===== src/rtl/mac_accum_ctrl.sv =====
// Handshaked dot-product controller wrapped around an external combinational mac_unit.
// Stages one (weight, activation) beat per cycle and folds partial_sum_out back into its accumulator.
module mac_accum_ctrl #(
    parameter int BIT_WIDTH  = 8,
    parameter int ACCUM_BITS = 24,
    parameter int CNT_BITS   = 8
) (
    input  logic                  clk,
    input  logic                  rst_n,
    input  logic                  flush,
    input  logic                  in_valid,
    output logic                  in_ready,
    input  logic [BIT_WIDTH-1:0]  in_weight,
    input  logic [BIT_WIDTH-1:0]  in_act,
    input  logic                  in_last,
    output logic [BIT_WIDTH-1:0]  mac_weight,
    output logic [BIT_WIDTH-1:0]  mac_inp,
    output logic [ACCUM_BITS-1:0] mac_psum_in,
    input  logic [ACCUM_BITS-1:0] mac_psum_out,
    output logic                  out_valid,
    input  logic                  out_ready,
    output logic [ACCUM_BITS-1:0] out_sum,
    output logic [CNT_BITS-1:0]   out_count,
    output logic                  out_ovf,
    output logic [1:0]            dbg_state
);

    localparam logic [1:0] S_IDLE = 2'd0;
    localparam logic [1:0] S_RUN  = 2'd1;
    localparam logic [1:0] S_DONE = 2'd2;
    localparam logic [CNT_BITS-1:0] CNT_ONE = CNT_BITS'(1);

    logic [1:0]            r_state;
    logic                  r_op_valid;
    logic                  r_op_last;
    logic [BIT_WIDTH-1:0]  r_weight;
    logic [BIT_WIDTH-1:0]  r_inp;
    logic [ACCUM_BITS-1:0] r_acc;
    logic [CNT_BITS-1:0]   r_cnt;
    logic                  r_ovf_sticky;
    logic                  r_out_valid;
    logic [ACCUM_BITS-1:0] r_out_sum;
    logic [CNT_BITS-1:0]   r_out_count;
    logic                  r_out_ovf;

    logic w_in_ready;
    logic w_accept;
    logic w_finish;
    logic w_wrap;

    // Handshake: a beat transfers on a rising edge where in_valid && in_ready; a result
    // transfers where out_valid && out_ready. Neither valid waits on its ready.
    assign w_in_ready = (r_state != S_DONE) && !(r_op_valid && r_op_last) && !flush;
    assign w_accept   = in_valid && w_in_ready;
    assign w_finish   = r_op_valid && r_op_last;
    // Product fits in the accumulator, so a wrap always leaves the new sum below the old one.
    assign w_wrap     = r_op_valid && (mac_psum_out < r_acc);

    always_ff @(posedge clk or negedge rst_n) begin
        if (!rst_n) begin
            r_state      <= S_IDLE;
            r_op_valid   <= 1'b0;
            r_op_last    <= 1'b0;
            r_weight     <= '0;
            r_inp        <= '0;
            r_acc        <= '0;
            r_cnt        <= '0;
            r_ovf_sticky <= 1'b0;
            r_out_valid  <= 1'b0;
            r_out_sum    <= '0;
            r_out_count  <= '0;
            r_out_ovf    <= 1'b0;
        end else if (flush) begin
            // Result fields stay stale; only the valid qualifier drops.
            r_state      <= S_IDLE;
            r_op_valid   <= 1'b0;
            r_acc        <= '0;
            r_cnt        <= '0;
            r_ovf_sticky <= 1'b0;
            r_out_valid  <= 1'b0;
        end else begin
            r_op_valid <= w_accept;
            if (w_accept) begin
                r_weight  <= in_weight;
                r_inp     <= in_act;
                r_op_last <= in_last;
            end

            if (r_out_valid && out_ready) begin
                r_out_valid <= 1'b0;
            end

            if (w_finish) begin
                r_out_sum    <= mac_psum_out;
                r_out_count  <= r_cnt + CNT_ONE;
                r_out_ovf    <= r_ovf_sticky || w_wrap;
                r_out_valid  <= 1'b1;
                r_acc        <= '0;
                r_cnt        <= '0;
                r_ovf_sticky <= 1'b0;
            end else if (r_op_valid) begin
                r_acc        <= mac_psum_out;
                r_cnt        <= r_cnt + CNT_ONE;
                r_ovf_sticky <= r_ovf_sticky || w_wrap;
            end

            case (r_state)
                S_IDLE:  if (w_accept) r_state <= S_RUN;
                S_RUN:   if (w_finish) r_state <= S_DONE;
                S_DONE:  if (r_out_valid && out_ready) r_state <= S_IDLE;
                default: r_state <= S_IDLE;
            endcase
        end
    end

    assign in_ready    = w_in_ready;
    assign mac_weight  = r_weight;
    assign mac_inp     = r_inp;
    assign mac_psum_in = r_acc;
    assign out_valid   = r_out_valid;
    assign out_sum     = r_out_sum;
    assign out_count   = r_out_count;
    assign out_ovf     = r_out_ovf;
    assign dbg_state   = r_state;

endmodule


===== config.mk =====
export PLATFORM = sky130hd
export DESIGN_NAME = mac_accum_ctrl
export DESIGN_NICKNAME = d
export VERILOG_FILES = /design/src/rtl/mac_accum_ctrl.sv
export SDC_FILE = /design/constraint.sdc
export NUM_CORES = 1
export LEC_CHECK = 0
export BUFFER_PORTS_ARGS = -buffer_cell sky130_fd_sc_hd__buf_2
export CAP_MARGIN = 20
export CORE_UTILIZATION = 45
export DETAILED_ROUTE_END_ITERATION = 10
export PLACE_DENSITY = 0.76
export SYNTH_ARGS = -nofsm -noshare
export SYNTH_HDL_FRONTEND = slang
export SYNTH_SLANG_ARGS = --single-unit

===== constraint.sdc =====
create_clock -name clk -period 1.8 [get_ports clk]
set_input_delay 0.09 -clock clk [delete_from_list [all_inputs] [get_ports clk]]
set_output_delay 0.09 -clock clk [all_outputs]
set_load 0.1 [all_outputs]

======== Word level (Yosys, flattened, before mapping) ========
Index checks and enable logic that the tools add are counted.
operators by class
  $add $sub $neg .......................... 1
  $mul .................................... 0
  divide/modulo/power cells ............... 0
  magnitude comparators ................... 1
  equality and inequality tests ........... 6
  shift-type cells ........................ 0
  multiplexer cells ....................... 18
  bitwise gates (word level) .............. 1
  reductions and logical operators ........ 15
operators with widths
  cell                                            number
  2-to-1 mux 24 bit                               3
  < comparator 24 bit                             1
  2-to-1 mux 8 bit                                3
  inequality test 3 bit (second input constant)   3
  adder 8 x 1 -> 8 bit (second input constant)    1
  2-to-1 mux 2 bit                                4
  2-to-1 mux 1 bit                                7
  logical AND 1 bit                               6
  case mux 2 bit (3 select lines)                 1
  nonzero test 3 bit                              2
  AND reduction 2 bit                             2
  AND reduction 3 bit                             1
  == test 2 x 1 -> 1 bit (second input constant)  1
  == test 2 bit (second input constant)           1
  logical NOT 1 bit                               2
  logical NOT 2 bit                               1
  inequality test 2 bit (second input constant)   1
  logical OR 1 bit                                1
  inverter 1 bit                                  1
storage, ports and cells
  flip-flop bits (word level) ............. 87
  bits in latches ......................... 0
  memory bits (writable) .................. 0
  memory bits (read-only) ................. 0
  input port bits ......................... 46
  output and inout bits ................... 77
  word-level logic and storage cells ...... 54
  memories kept ........................... 0

======== Logic depth before layout (Yosys ltp) ========
Gate-level depths: netlist of run 1.
  word-level depth ........................ 8
  mapped depth ............................ 7
  mapped depth without buffers ............ 7

======== Worst setup path after synthesis of run 1 ========
OpenSTA, ideal clock, no wires.
  path kind ............................... register to register
  from .................................... reg r_state[0] (netlist: dbg_state[0])
  to ...................................... reg r_inp[4] (netlist: mac_inp[4])
  setup time .............................. 126 ps
  arrival ................................. 2771 ps
  data required time ...................... 1674 ps
  path slack .............................. -1097 ps
  cell stages (with the launch flop) ...... 6
  path buffers ............................ 1
  period minus slack after synthesis ...... 2897 ps
  cell sequence ........................... dfrtp_1 > nor2b_1 > nor2_2 > nand2_2 > buf_2 > mux2_2
on the way
  longest elaborated chain between the ends .. 5
RTL lines
  item                                  line  text
  from (decl)                           33    logic [1:0] r_state;
  from (signal assigned)                61    r_state <= S_IDLE;
  from (signal assigned)                75    r_state <= S_IDLE;
  from (signal assigned)                108   S_IDLE: if (w_accept) r_state <= S_RUN;
  inequality test 2 bit                 53    assign w_in_ready = (r_state != S_DONE) && !(r_op_valid && r_op_last) && !flush;
  logical AND 1 bit (2 in a row)        53
  named net in_ready                    12    output logic in_ready,
  logical AND 1 bit                     54    assign w_accept = in_valid && w_in_ready;
  AND reduction 2 bit (no source line)  -
  to (signal assigned)                  85    r_inp <= in_act;
  to (decl)                             37    logic [BIT_WIDTH-1:0] r_inp;
The timed path passes the listed nets, and every way through them passes these cells.
A chain may end at the register's enable or synchronous reset.

======== Final worst setup path of run 1 ========
  from .................................... reg r_acc[16] (netlist: mac_psum_in[16])
  to ...................................... reg r_ovf_sticky
on the way
  longest elaborated chain between the ends .. 6
RTL lines
  item                    line  text
  from (decl)             38    logic [ACCUM_BITS-1:0] r_acc;
  from (signal assigned)  102   r_acc <= mac_psum_out;
  < comparator 24 bit     57    assign w_wrap = r_op_valid && (mac_psum_out < r_acc);
  logical AND 1 bit       57
  logical OR 1 bit        104   r_ovf_sticky <= r_ovf_sticky || w_wrap;
  2-to-1 mux 1 bit        101   end else if (r_op_valid) begin
  2-to-1 mux 1 bit        93    if (w_finish) begin
  2-to-1 mux 1 bit        73    end else if (flush) begin
  to (signal assigned)    104
  to (decl)               40    logic r_ovf_sticky;
Every way passes these cells. The select of a mux whose other input is x is not followed.

==> results by group, run 1 <==
Finish
  • Area grow syn2layout: 40.91%
  • Final Instance Area: 0.005525 sq mm
  • Layout cells sized above 1: 51.20%
  • Nets: 567
  • Antenna cells: 0

CTS
  • CTS Buf Count: 9
  • Num Clock Sinks: 87
  • CTS clk-pin slew, worst paths: 80 ps
  • Worst skew pair latency: 350 ps
  • Root buffer cell: clkbuf_8
  • Clk buf depth: 2
  • TritonCTS clock tree: done
  • H-tree Lvls: 3

Placement
  • Placed cell area: 0.004995 sq mm
  • GPL Wtd Cong: 0.7612
  • Port Buffers: 122
  • Post-detail-place hpwl: 6199 um

STA
  • Final setup vio count: 2
  • Setup ws final: -156.9 ps
  • Worst Tran Pin Value: 611.6 ps
  • Max-slew violation count: 0
  • Setup TNS Final: -304.1 ps
  • Max transition margin: 59.23%
  • Max Clock Freq: 511.0 MHz
  • RSZ-0062 raised after global routing: yes
  • Hold Fails Final Rpt: 0
  • Setup Skew: 12.81 ps
  • Crit path time final: 1957 ps
  • Final period util: 108.7%

Worst setup path
  • Crit Path Class: reg2reg
  • Worst reg2reg path startpoint: mac_psum_in[16]
  • Max Fanout on Critical Path: 2
  • Worst Path Arrival: 2190 ps
  • WP data required: 2030 ps
  • R2r endpoint: r_ovf_sticky
  • R2R setup slack: -160 ps
  • CP endpoint kind: flip-flop
  • R2r worst-path depth: 7
  • Setup crit start kind: flip-flop

Die
  • Die Area: 0.009092 sq mm
  • Die Y: 95.35 um
  • DIE WIDTH: 95.35 um
  • Core ar.: 0.008341 sq mm
  • Initial Util: 47.01%
  • Row count: 33
  • Top Ports: 123

Hold path
  • HP Class: in2reg
  • Hold path start: mac_psum_out[16]
  • Worst Hold Depth: 2
  • Hold Crit Endpoint: mac_psum_in[16]

GRT
  • First-pass GRT wire length: 14890 um
  • Vias in the first global route: 3147
  • GR Overflow Total: 0
  • Initial antenna violation count: 0
  • Largest net degree at the start of global routing: 48
  • Total routing usage reported by global routing: 21.58%

Yosys
  • Mapped Cells: 321
  • Count of unique library cells instantiated by Yosys: 37
  • Post-synthesis register bit count: 87
  • Synth Area per Inst: 12.22 sq um
  • Async set or reset register ratio after synthesis: 100.0%
  • Main synth FF type: dfrtp_1
  • Share of the synthesized area in the top cell type: 55.52%
  • Mapped cell area: 0.003921 sq mm
  • Synth top cells by count: 87 x dfrtp_1, 42 x mux2_2, 27 x inv_1
  • Yosys top cell by area: dfrtp_1
  • Synth Warn #: 0
  • Most frequent cell after synthesis: dfrtp_1
  • Seq/Total Area, Yosys: 55.52%
  • Ranking of synthesized cells by area: dfrtp_1 56%, mux2_2 12%, ha_1 7.7%
  • Syn_nets: 391
  • Post-synth EDFFs: 0

Routing
  • Drt wl/cell: 14.95 um
  • Routed Antenna Nets: 0
  • Total Wirelength: 9075 um
  • DR vias/cell: 5.056
  • Residual DRC count: 0
  • Initial DRC count: 179
  • Total iterations of the first detailed-routing run: 4
  • Total number of vias: 3069

Power
  • Power density cells: 1338 mW/mm^2
  • P_leak: 2.654 nW
  • Max IR drop VDD: 0.0008300 V

Run status
  • Failing checks: negative setup slack
  • Status: complete, but fails checks

Job
  • Max Cap Viol: 0
## placed cells by master (no fill, tap or decap), types with 2 or more instances in the layout
master | netlist | final
a211oi_1 | 2 | 2
nand4_1 | 2 | 2
nand2_1 | 21 | 21
inv_2 | 0 | 10
dlygate4sd3_1 | 0 | 29
xnor2_1 | 5 | 5
ha_4 | 0 | 8
and3_1 | 5 | 5
dfrtp_2 | 0 | 4
o21ai_0 | 22 | 22
clkbuf_8 | 0 | 9
nand3_1 | 3 | 3
ha_1 | 24 | 16
clkbuf_1 | 8 | 2
nor3_1 | 3 | 2
buf_4 | 0 | 27
inv_1 | 27 | 17
dfrtp_4 | 0 | 19
a22o_1 | 25 | 25
buf_2 | 5 | 121
a21oi_1 | 8 | 8
dfrtp_1 | 87 | 64
mux2_2 | 42 | 42
nor2_1 | 9 | 8
clkinvlp_4 | 0 | 2
a21o_1 | 2 | 2
## worst max path at each step
| stage | start | slack, ps | cells after the start | to |
|---|---|---|---|---|
| 2_1_floorplan | mac_psum_in[14] | -250 | 7 | r_ovf_sticky |
| 3_3_place_gp | mac_psum_in[14] | -100 | 7 | r_ovf_sticky |
| 3_5_place_dp | mac_psum_in[14] | -150 | 7 | r_ovf_sticky |
| 4_1_cts | mac_psum_in[22] | -160 | 7 | r_ovf_sticky |
| 5_1_grt | mac_psum_in[18] | -280 | 7 | r_ovf_sticky |
| 6_report | mac_psum_in[16] | -160 | 7 | r_ovf_sticky |
## through the flow
| stage | setup slack [ps] | utilization, % | cells | power (mW) | hold slack, ps |
|---|---|---|---|---|---|
| global placement | -103.1 | 59.89 | 561 | 5.999 | 133.7 |
| detailed placement | -147.7 | 59.89 | 561 | 6.054 | 136.1 |
| global route | -277.0 | 66.25 | 607 | 7.691 | 7.221 |
| CTS | -160.5 | 66.17 | 607 | 7.441 | 0.001332 |
| floorplan | -254.9 | - | 321 | 5.416 | -205.6 |
| finish | -156.9 | 66.25 | 607 | 7.395 | 14.45 |
## per-layer routing
layer / global-route usage (%) / wire [um] / vias to the layer above
met1: 27.67 / 3880 / 1481
met4: 9.091 / 158 / 0
met3: 3.349 / 317 / 16
met2: 36.19 / 4719 / 81
li1: - / - / 1491
met5: 0 / 0 / -
## critical path, cell delays in order (launching register included)
cell and delay (ps):
dfrtp_4 410, inv_1 40, ha_1 280, nand4_1 140
nor3_4 210, or4b_4 480, o221ai_2 190, a21oi_1 90
## report_power, final
group	leakage [nW]	internal (mW)	switching, mW
logic	1.49	0.665	2.94
clock network	0.0895	0.643	0.676
registers	1.08	2.30	0.172
total	2.65	3.61	3.79
## cells by family after synthesis
kind of cell / count (synthesis) / share of synthesized area [%]
and+or+nand+nor: 54 / 7.211
DFF: 87 / 55.52
xor gates and xnor gates: 6 / 1.340
AOI/OAI and AO/OA: 68 / 12.22
muxes: 42 / 12.06
adders and majority gates: 24 / 7.658
buffers and inverters: 40 / 3.989
## area by class of cell
type	instances	area (sq um)
multi-input cells	194	1730
flip-flops and latches	87	2253
clock buffers	11	131.4
clock inverters	5	58.81
repair buffers	178	1119
inverters	27	101.3
fillers	664	2815
well taps	105	131.4
## sequential cells by signal (all words and copies together) (netlist names), 2 cells and up
signal       flops
dbg_state        2
mac_inp          8
mac_psum_in     24
mac_weight       8
out_count        8
out_sum         24
r_cnt            8
## what timing repair did
item	in CTS	in global routing
gates resized for setup	6	1
pin swaps	3	2
hold buffers	29	0
endpoints found under the hold margin	77	0
setup buffers	1	0
endpoints found under the setup margin	2	2
Power figures use the tool's default switching activity.
==> run 2, diff against run 1 <==
==> config.mk (replaced) <==
export PLATFORM = sky130hd
export DESIGN_NAME = mac_accum_ctrl
export DESIGN_NICKNAME = d
export VERILOG_FILES = /design/src/rtl/mac_accum_ctrl.sv
export SDC_FILE = /design/constraint.sdc
export NUM_CORES = 1
export LEC_CHECK = 0
export CAP_MARGIN = 20
export CORE_UTILIZATION = 45
export DETAILED_ROUTE_END_ITERATION = 10
export DONT_BUFFER_PORTS = 1
export PLACE_DENSITY = 0.63
export REMOVE_ABC_BUFFERS = 1
export SYNTH_ARGS = -nofsm -noshare
export SYNTH_HDL_FRONTEND = slang
export SYNTH_SLANG_ARGS = --single-unit
==> run 2 against run 1 <==
  * The run ends with negative hold slack, negative setup slack left
  * Clock-buffer cell count shrank 1
  * Wire length is 3.4% higher
  * Sequential share of layout area decreased by 1.1 points
  * Utilization decreased by 0.48 points
  * Non-clock buffer count shrank 41
  * Register-to-register slack improved by 30 ps
  * Power grew 4.5%
  * Die area did not move
  * Critical endpoint unchanged
==> results by group, run 2 (synthesis gave the netlist of run 1 again) <==
Finish
  • Area grow syn2layout: 39.89% (was 40.91%)
  • Final Util: 65.77% (was 66.25%)
  • Fillcell total: 672 (was 664)
  • Layout cells sized above 1: 37.96% (was 51.20%)
  • Nets: 526 (was 567)
  • Commonest non-fill, non-tap cells in the layout: 92 x buf_4, 87 x dfrtp_1, 45 x dlygate4sd3_1 (was 121 x buf_2, 64 x dfrtp_1, 42 x mux2_2)
  • Most common cell after layout, fill and taps aside: buf_4 (was buf_2)
  • Antenna cells: 0 (unchanged)
  • Final Instance Area: 0.005485 sq mm (was 0.005525 sq mm)

Routing
  • Total iterations of the first detailed-routing run: 4 (unchanged)
  • Total Wirelength: 9384 um (was 9075 um)
  • Initial DRC count: 82 (was 179)
  • Residual DRC count: 0 (unchanged)
  • Total number of vias: 3002 (was 3069)
  • Drt wl/cell: 16.58 um (was 14.95 um)
  • DR vias/cell: 5.304 (was 5.056)
  • Routed Antenna Nets: 0 (unchanged)

GRT
  • Largest net degree at the start of global routing: 88 (was 48)
  • GR Overflow Total: 0 (unchanged)
  • Total routing usage reported by global routing: 21.40% (was 21.58%)
  • Vias in the first global route: 2960 (was 3147)
  • Initial antenna violation count: 0 (unchanged)
  • First-pass GRT wire length: 14550 um (was 14890 um)

Die
  • Initial Util: 47.01% (unchanged)
  • Die Area: 0.009092 sq mm (unchanged)
  • Core ar.: 0.008341 sq mm (unchanged)
  • Row count: 33 (unchanged)
  • DIE WIDTH: 95.35 um (unchanged)
  • Top Ports: 123 (unchanged)
  • Die Y: 95.35 um (unchanged)

CTS
  • CTS clk-pin slew, worst paths: 90 ps (was 80 ps)
  • H-tree Lvls: 3 (unchanged)
  • Hold_buf cts: 45 (was 29)
  • Worst skew pair latency: 350 ps (about the same)
  • Root buffer cell: clkbuf_8 (unchanged)
  • CTS Buf Count: 9 (unchanged)
  • Num Clock Sinks: 87 (unchanged)
  • TritonCTS clock tree: done (unchanged)
  • Clk buf depth: 2 (unchanged)

Power
  • P_leak: 2.555 nW (was 2.654 nW)
  • Max IR drop VDD: 0.001243 V (was 0.0008300 V)
  • Power density cells: 1409 mW/mm^2 (was 1338 mW/mm^2)

Worst setup path
  • Max Fanout on Critical Path: 2 (unchanged)
  • Worst-path cell with the longest stage delay: or4b_4 (unchanged)
  • Setup crit start kind: flip-flop (unchanged)
  • Worst Path Arrival: 2160 ps (was 2190 ps)
  • Crit path buf inv count: 1 (unchanged)
  • Worst path cell trace: inv_1 > ha_4 > nand4_1 > nor3_2 > or4b_4 > o221ai_2 > a21oi_1 (was inv_1 > ha_1 > nand4_1 > nor3_4 > or4b_4 > o221ai_2 > a21oi_1)
  • Delay-heaviest family, CP: simple AND/OR/NAND/NOR gates (unchanged)
  • WP data required: 2030 ps (about the same)
  • Crit Path Class: reg2reg (unchanged)
  • Critical Path Max Stage Delay: 490 ps (was 480 ps)
  • CP endpoint kind: flip-flop (unchanged)

STA
  • Max-slew violation count: 0 (unchanged)
  • Final setup vio count: 2 (unchanged)
  • Max transition margin: 71.49% (was 59.23%)
  • Worst Tran Pin Value: 426.2 ps (was 611.6 ps)
  • Hold Fails Final Rpt: 87 (was 0)
  • Setup Skew: 11.30 ps (was 12.81 ps)
  • Final period util: 107.3% (was 108.7%)
  • Crit path time final: 1931 ps (was 1957 ps)
  • Setup TNS Final: -249.2 ps (was -304.1 ps)
  • Setup ws final: -130.7 ps (was -156.9 ps)
  • Hold slack final: -581.3 ps (was 14.45 ps)
  • Max Clock Freq: 518.0 MHz (was 511.0 MHz)
  • RSZ-0062 raised after global routing: yes (unchanged)

Hold path
  • HP Class: in2async (was in2reg)

Placement
  • Post-detail-place hpwl: 5887 um (was 6199 um)
  • GPL Wtd Cong: 0.7823 (was 0.7612)
  • Placed cell area: 0.004643 sq mm (was 0.004995 sq mm)
  • Port Buffers: 0 (was 122)

Job
  • Max Cap Viol: 0 (unchanged)

Run status
  • Failing checks: negative hold slack, negative setup slack (was negative setup slack)
  • Status: complete, but fails checks (unchanged)
-- run 2: changes by cell type in the layout (fill, tap and decap cells not counted), sizes merged --
cell and change:
clkbuf -1, clkinvlp -2, bufinv +1, inv +2, dlygate4sd3 +16, buf -57
-- run 2: path summary, 6_finish.rpt --
check | end | start | slack (ps) | cells past startpoint
setup / recovery | r_ovf_sticky | mac_psum_in[19] | -130 | 7
hold / removal | out_count[0] | rst_n | -580 | 0
setup reg to reg | r_ovf_sticky | mac_psum_in[19] | -130 | 7
hold reg to reg | r_cnt[7] | r_cnt[7] | 510 | 1
max in group asynchronous | mac_psum_in[16] | rst_n | 2230 | 0
min in group clk | out_ovf | mac_psum_out[23] | 50 | 4
-- run 2: layer usage --
metal  track usage (%)  up-vias  share of wire (%)  routed length [um]
met5                 0        -                  0                   0
met4             7.828        0                1.7                 159
met3             5.582       16                5.8                 548
met2             34.76       89                 49                4595
met1             27.43     1486                 43                4080
li1                  -     1411                  -                   -
-- run 2: power by group --
group / internal [mW] / switching, mW / total, mW
Sequential: 2.29 / 0.177 / 2.46
Combinational: 0.831 / 2.89 / 3.72
Clock: 0.830 / 0.717 / 1.55
-- run 2: layout make-up --
type / count / area [sq um] / area share, %
clock buffer: 10 / 137.6 / 2.509
clock inverter: 6 / 91.34 / 1.665
inverter: 27 / 101.3 / 1.848
multi-input combinational: 194 / 1705 / 31.09
sequential: 87 / 2177 / 39.69
tap: 105 / 131.4 / 2.395
timing repair buffer: 137 / 1141 / 20.80
-- run 2: repair_timing --
item,4_1_cts,5_1_grt
hold endpoints to repair,156,87
pin swaps,10,5
setup buffers,6,1
resized for setup,10,8
endpoints found under the setup margin,2,2
-- run 2: through the flow --
step	std cells	power (mW)	hold slack (ps)	setup WS [ps]
2_1_floorplan	308	5.371	-205.6	-1073
3_3_place_gp	498	6.045	-202.9	-37.64
3_5_place_dp	498	6.090	-203.2	-118.7
4_1_cts	565	7.762	-594.8	-117.4
5_1_grt	566	8.009	-610.1	-211.2
6_report	566	7.728	-581.3	-130.7
